[src/rtl/sw_debounce_pkg.sv]
// Shared constants and types for the switch debouncer.
package sw_debounce_pkg;

    localparam int unsigned DEBOUNCE_CYCLES_DEFAULT = 1000000;
    localparam int unsigned DEBOUNCE_CYCLES_SIM     = 4;

    typedef enum logic [1:0] {
        EDGE_NONE,
        EDGE_RISE,
        EDGE_FALL
    } edge_t;

endpackage

[src/rtl/debounce_chan.sv]
// One switch channel: two-flop synchroniser, stability counter, edge pulses.
module debounce_chan
    import sw_debounce_pkg::*;
#(
    parameter int unsigned DEBOUNCE_CYCLES = DEBOUNCE_CYCLES_DEFAULT,
    parameter int unsigned CNT_W           = $clog2(DEBOUNCE_CYCLES)
) (
    input  logic clk,
    input  logic rst_n,
    input  logic i_sw_raw,
    output logic o_sw_db,
    output logic o_sw_rise,
    output logic o_sw_fall,
    output logic o_busy
);

    localparam logic [CNT_W-1:0] CNT_MAX = CNT_W'(DEBOUNCE_CYCLES - 1);

    logic             r_s1;
    logic             r_s2;
    logic             r_db;
    logic             r_rise;
    logic             r_fall;
    logic             r_busy;
    logic [CNT_W-1:0] r_cnt;

    logic             w_diff;
    logic             w_accept;
    logic             w_db_nxt;
    logic [CNT_W-1:0] w_cnt_nxt;
    edge_t            w_edge;

    assign w_diff   = (r_s2 != r_db);
    assign w_accept = w_diff && (r_cnt == CNT_MAX);

    // Any cycle agreeing with the accepted level drops the pending change.
    always_comb begin
        w_cnt_nxt = '0;
        w_db_nxt  = r_db;
        w_edge    = EDGE_NONE;
        if (w_accept) begin
            w_db_nxt = r_s2;
            w_edge   = r_s2 ? EDGE_RISE : EDGE_FALL;
        end else if (w_diff) begin
            w_cnt_nxt = r_cnt + CNT_W'(1);
        end
    end

    always_ff @(posedge clk) begin
        if (!rst_n) begin
            r_s1   <= 1'b0;
            r_s2   <= 1'b0;
            r_cnt  <= '0;
            r_db   <= 1'b0;
            r_rise <= 1'b0;
            r_fall <= 1'b0;
            r_busy <= 1'b0;
        end else begin
            r_s1   <= i_sw_raw;
            r_s2   <= r_s1;
            r_cnt  <= w_cnt_nxt;
            r_db   <= w_db_nxt;
            r_rise <= (w_edge == EDGE_RISE);
            r_fall <= (w_edge == EDGE_FALL);
            r_busy <= (w_cnt_nxt != '0);
        end
    end

    assign o_sw_db   = r_db;
    assign o_sw_rise = r_rise;
    assign o_sw_fall = r_fall;
    assign o_busy    = r_busy;

endmodule

[src/rtl/sw_debounce.sv]
// Board switch conditioning: N_SW independent debounce channels.
module sw_debounce
    import sw_debounce_pkg::*;
#(
    parameter int unsigned N_SW            = 2,
    parameter int unsigned DEBOUNCE_CYCLES = DEBOUNCE_CYCLES_DEFAULT
) (
    input  logic            clk,
    input  logic            rst_n,
    input  logic [N_SW-1:0] sw_raw,
    output logic [N_SW-1:0] sw_db,
    output logic [N_SW-1:0] sw_rise,
    output logic [N_SW-1:0] sw_fall,
    output logic [N_SW-1:0] busy
);

    localparam int unsigned CNT_W = $clog2(DEBOUNCE_CYCLES);

    for (genvar g = 0; g < int'(N_SW); g++) begin : g_chan
        debounce_chan #(
            .DEBOUNCE_CYCLES (DEBOUNCE_CYCLES),
            .CNT_W           (CNT_W)
        ) u_chan (
            .clk       (clk),
            .rst_n     (rst_n),
            .i_sw_raw  (sw_raw[g]),
            .o_sw_db   (sw_db[g]),
            .o_sw_rise (sw_rise[g]),
            .o_sw_fall (sw_fall[g]),
            .o_busy    (busy[g])
        );
    end

endmodule

[config.mk]
export PLATFORM = sky130hd
export DESIGN_NAME = sw_debounce
export DESIGN_NICKNAME = d
export VERILOG_FILES = /design/src/rtl/sw_debounce_pkg.sv /design/src/rtl/debounce_chan.sv /design/src/rtl/sw_debounce.sv
export SDC_FILE = /design/constraint.sdc
export NUM_CORES = 1
export LEC_CHECK = 0
export CAP_MARGIN = 20
export CORE_ASPECT_RATIO = 2
export CORE_MARGIN = 2
export CORE_UTILIZATION = 45
export DETAILED_ROUTE_END_ITERATION = 8
export DONT_BUFFER_PORTS = 1
export SLEW_MARGIN = 20
export SYNTH_ARGS = -nofsm -noshare
export SYNTH_HDL_FRONTEND = slang
export SYNTH_SLANG_ARGS = --single-unit
[constraint.sdc]
create_clock -name clk -period 4.38 [get_ports clk]
set_input_delay 0.438 -clock clk [delete_from_list [all_inputs] [get_ports clk]]
set_output_delay 0.438 -clock clk [all_outputs]
set_load 0.005 [all_outputs]
==> results by group <==
Cells and area
  • Core Util, Final: 47.5%
  • Proportion of layout cells with a drive suffix above 1: 10.3%
  • Final net count: 307
  • Area Growth Syn to Fin: 2.47%
  • Final instance area: roughly 2900 sq um
  • Reg area: approximately 1000 sq um
  • ANT cells: 0
  • Number of fill cells: 610
  • Multi-input gate area: around 1600 sq um

Critical path
  • Reg-to-Reg End: g_chan[0].u_chan.r_cnt[5]
  • CP max-delay cell: nand3b_1
  • Startpoint types: register
  • CP Cell Sequence: ha_1 > and2_1 > nand4_1 > nor3_1 > nand3b_1 > nor2_1
  • R2R Setup Slk: approximately 1900 ps
  • WS Path Type: register to register
  • Critical path fanouts, max: 21
  • CP max stage delay: 680 ps
  • CP endpoint kind: register
  • CP endpoint: g_chan[0].u_chan.r_cnt[5]
  • Critical R2R Launch: g_chan[0].u_chan.r_cnt[0]
  • Worst Path Required: ~4500 ps
  • Worst R2R Path Depth: 6
  • Crit path launch: g_chan[0].u_chan.r_cnt[0]
  • WP data arrival: 2610 ps

Clock tree
  • Skew-Pair Late Insertion Delay: 290 ps
  • CTS tree: built
  • Post-CTS setup buffer count: 0
  • Number of CTS-inserted buffers: 5
  • Post-CTS Hold Fix Bufs: 0
  • Clk slew on worst S/H paths: ~70 ps
  • H-tree levels: 2
  • Clk root buf: clkbuf_16
  • Post-CTS sizing: 0
  • Max Root-Sink Buffers: 2
  • Num Clock Sinks: 52

STA
  • Final Max Tran Viols: 0
  • Worst hold slack: roughly 270 ps
  • Least-Margin Pin Slew: 842 ps
  • RSZ-0062 raised after global routing: false
  • FMAX: 405 MHz
  • Rel. slew slack: 43.7%
  • Fin crit share: 56.3%
  • Worst Skew: 6.80 ps
  • Final number of setup-violating endpoints: 0
  • Hold Fails Final Rpt: 0
  • Total negative slack: 0 ps
  • Final min period: ~2500 ps

Global routing
  • GRT overflow: 0
  • Total track usage: 17.6%
  • Largest net degree at the start of global routing: 22
  • Antenna violations before repair: 0
  • First-pass GRT wire length: 9300 microns
  • Vias in the first global route: 2051

Power and ir drop
  • Tot Pwr: 0.874 mW
  • Lkg Pwr: 0.843 nW
  • PwrDens: 306 nW/um^2
  • Max VDD drop: 0.180 mV

Detailed routing
  • Vias: 2084
  • WL/cell: 15.3 microns
  • Vias per cell: 5.71
  • Drt pass-1 iters: 4
  • WL final: 5580 microns
  • Antenna viol nets, final: 0
  • Initial DRC count: between 60 and 70
  • Post-route DRC: 0

Floorplanning
  • Ports: 12
  • Initial core utilization: 46.4%
  • Core area: 6010 sq um
  • Die area: 6870 sq um
  • Placement Rows: 40
  • Die Y: 115 microns
  • Die X-Extent: 59.6 microns

Place
  • I/O Buffers: 0
  • Hpwl dp: 4180 microns
  • Final Wtd Congestion: 0.841
  • Placed inst area: between 2000 and 3000 sq um

Outcome
  • Run status: complete, no violations

Synthesis
  • Yosys reg bits: 52
  • Async set-reset flop share out of synthesis: 0%
  • EDFF count, synth: 0
  • Syn nets: 326
  • Cell Area, Synth: ~2800 sq um
  • Cell variety after synth: 57
  • Yosys top cell by area: dfxtp_1
  • Synth top area cells: dfxtp_1 (37%), xnor2_1 (7.9%), nor2_1 (6.9%)
  • Sequential-to-total area share from yosys stat: 37.4%
  • Mapped Cells: 320
  • YS warnings: 0
  • Synth top area share: 37.4%
  • Avg Synthesized Cell Area: between 8 and 9 sq um
  • Post-synth top flop: dfxtp_1

Hold path
  • Hold crit path type: input pin to register

Flow run
  • Max Cap Violations: 0
==> kinds of logic (layout without fill, tap and decap cells) <==
group / Yosys count / count (layout) / share of synthesized area, %
mux: 4 / 4 / 1.44
simple gates: 156 / 156 / 32.6
compound gates: 32 / 32 / 8.45
fa+ha+maj: 2 / 2 / 0.898
flops: 52 / 52 / 37.4
xor+xnor: 40 / 40 / 12.6
buf+inv: 34 / 16 / 6.69
==> registers in the layout, indices dropped and copies added (netlist names) <==
register	count
g_chan.u_chan.o_sw_db	2
g_chan.u_chan.r_s2	2
g_chan.u_chan.r_cnt	40
g_chan.u_chan.o_sw_fall	2
g_chan.u_chan.o_busy	2
g_chan.u_chan.r_s1	2
g_chan.u_chan.o_sw_rise	2
==> critical path, delay by kind of cell, from the launching register on <==
kind	cells	cell delay, ps
adders and majority gates	1	300
DFF	1	430
and+or+nand+nor	5	1600
==> area by class of cell <==
| type | instances | share of cell area [%] |
|---|---|---|
| Multi-Input combinational cell | 234 | 54.6 |
| Inverter | 8 | 1.05 |
| Clock inverter | 3 | 0.745 |
| Tap cell | 63 | 2.76 |
| Clock buffer | 5 | 4.38 |
| Sequential cell | 52 | 36.5 |
==> per-stage QoR <==
stage / setup WS [ps] / cells
floorplan: 2540 / 320
global placement: 1880 / 357
detailed placement: 1870 / 357
CTS: 1860 / 365
global route: 1570 / 365
finish: 1910 / 365
==> layout by cell type, fill, tap and decap left out, drive strengths merged, types with 2 or more instances in the layout <==
cell,synthesis,layout
inv,8,9
nand4,15,15
o21ai,7,7
nand2,18,18
nor4,8,8
xnor2,25,25
nand3,17,17
o211ai,2,2
and4,4,4
or3,3,3
a211o,2,2
dfxtp,52,52
a211oi,2,2
nand3b,3,3
xor2,15,15
nor2,52,52
a21oi,6,6
and2,6,6
clkbuf,3,5
o311ai,2,2
nor3b,6,6
a31oi,3,3
nor3,9,9
mux2i,4,4
ha,2,2
nand4b,4,4
and3,4,4
nor2b,3,3
==> Yosys cell counts, types with 3 or more instances <==
master	count
nor2_1	51
a21oi_1	5
nor3b_1	6
and4_4	3
inv_1	7
xnor2_1	25
mux2i_1	4
nor4_2	5
nand3b_1	3
nor3_2	3
nand4b_1	4
and2_1	6
nand2_1	17
nor4_1	3
buf_2	11
dfxtp_1	52
clkbuf_1	3
buf_4	12
and3_1	4
nor2b_1	3
nor3_1	6
a31oi_1	3
nand3_1	15
o21ai_0	5
xor2_1	15
nand4_1	13
==> where the power goes <==
part | total [mW] | switching [mW] | internal (mW) | leakage (nW)
combinational | 0.00810 | 0.00497 | 0.00313 | 0.353
clock | 0.389 | 0.176 | 0.213 | 0.0702
sequential | 0.477 | 0.00216 | 0.475 | 0.420
total | 0.874 | 0.183 | 0.691 | 0.843
==> per-layer routing <==
layer | GRT usage [%] | share of wire, % | vias to the layer above | wire [microns]
li1 | - | - | 1076 | -
met1 | 17.0 | 38 | 977 | 2090
met2 | 34.0 | 58 | 19 | 3260
met3 | 2.25 | 1.2 | 12 | 68
met4 | 9.19 | 2.8 | 0 | 157
met5 | 0 | 0 | - | 0
==> worst min-delay path by stage <==
stage	cells past startpoint	end	start	slack [ps]
CTS	1	g_chan[0].u_chan.r_s2	rst_n	260
global route	1	g_chan[0].u_chan.r_s2	rst_n	260
detailed placement	1	g_chan[1].u_chan.r_s2	g_chan[1].u_chan.r_s1	430
floorplan	1	g_chan[0].u_chan.r_s2	g_chan[0].u_chan.r_s1	410
global placement	1	g_chan[0].u_chan.r_s2	g_chan[0].u_chan.r_s1	410
finish	1	g_chan[1].u_chan.r_s1	rst_n	270
Power figures use the tool's default switching activity.
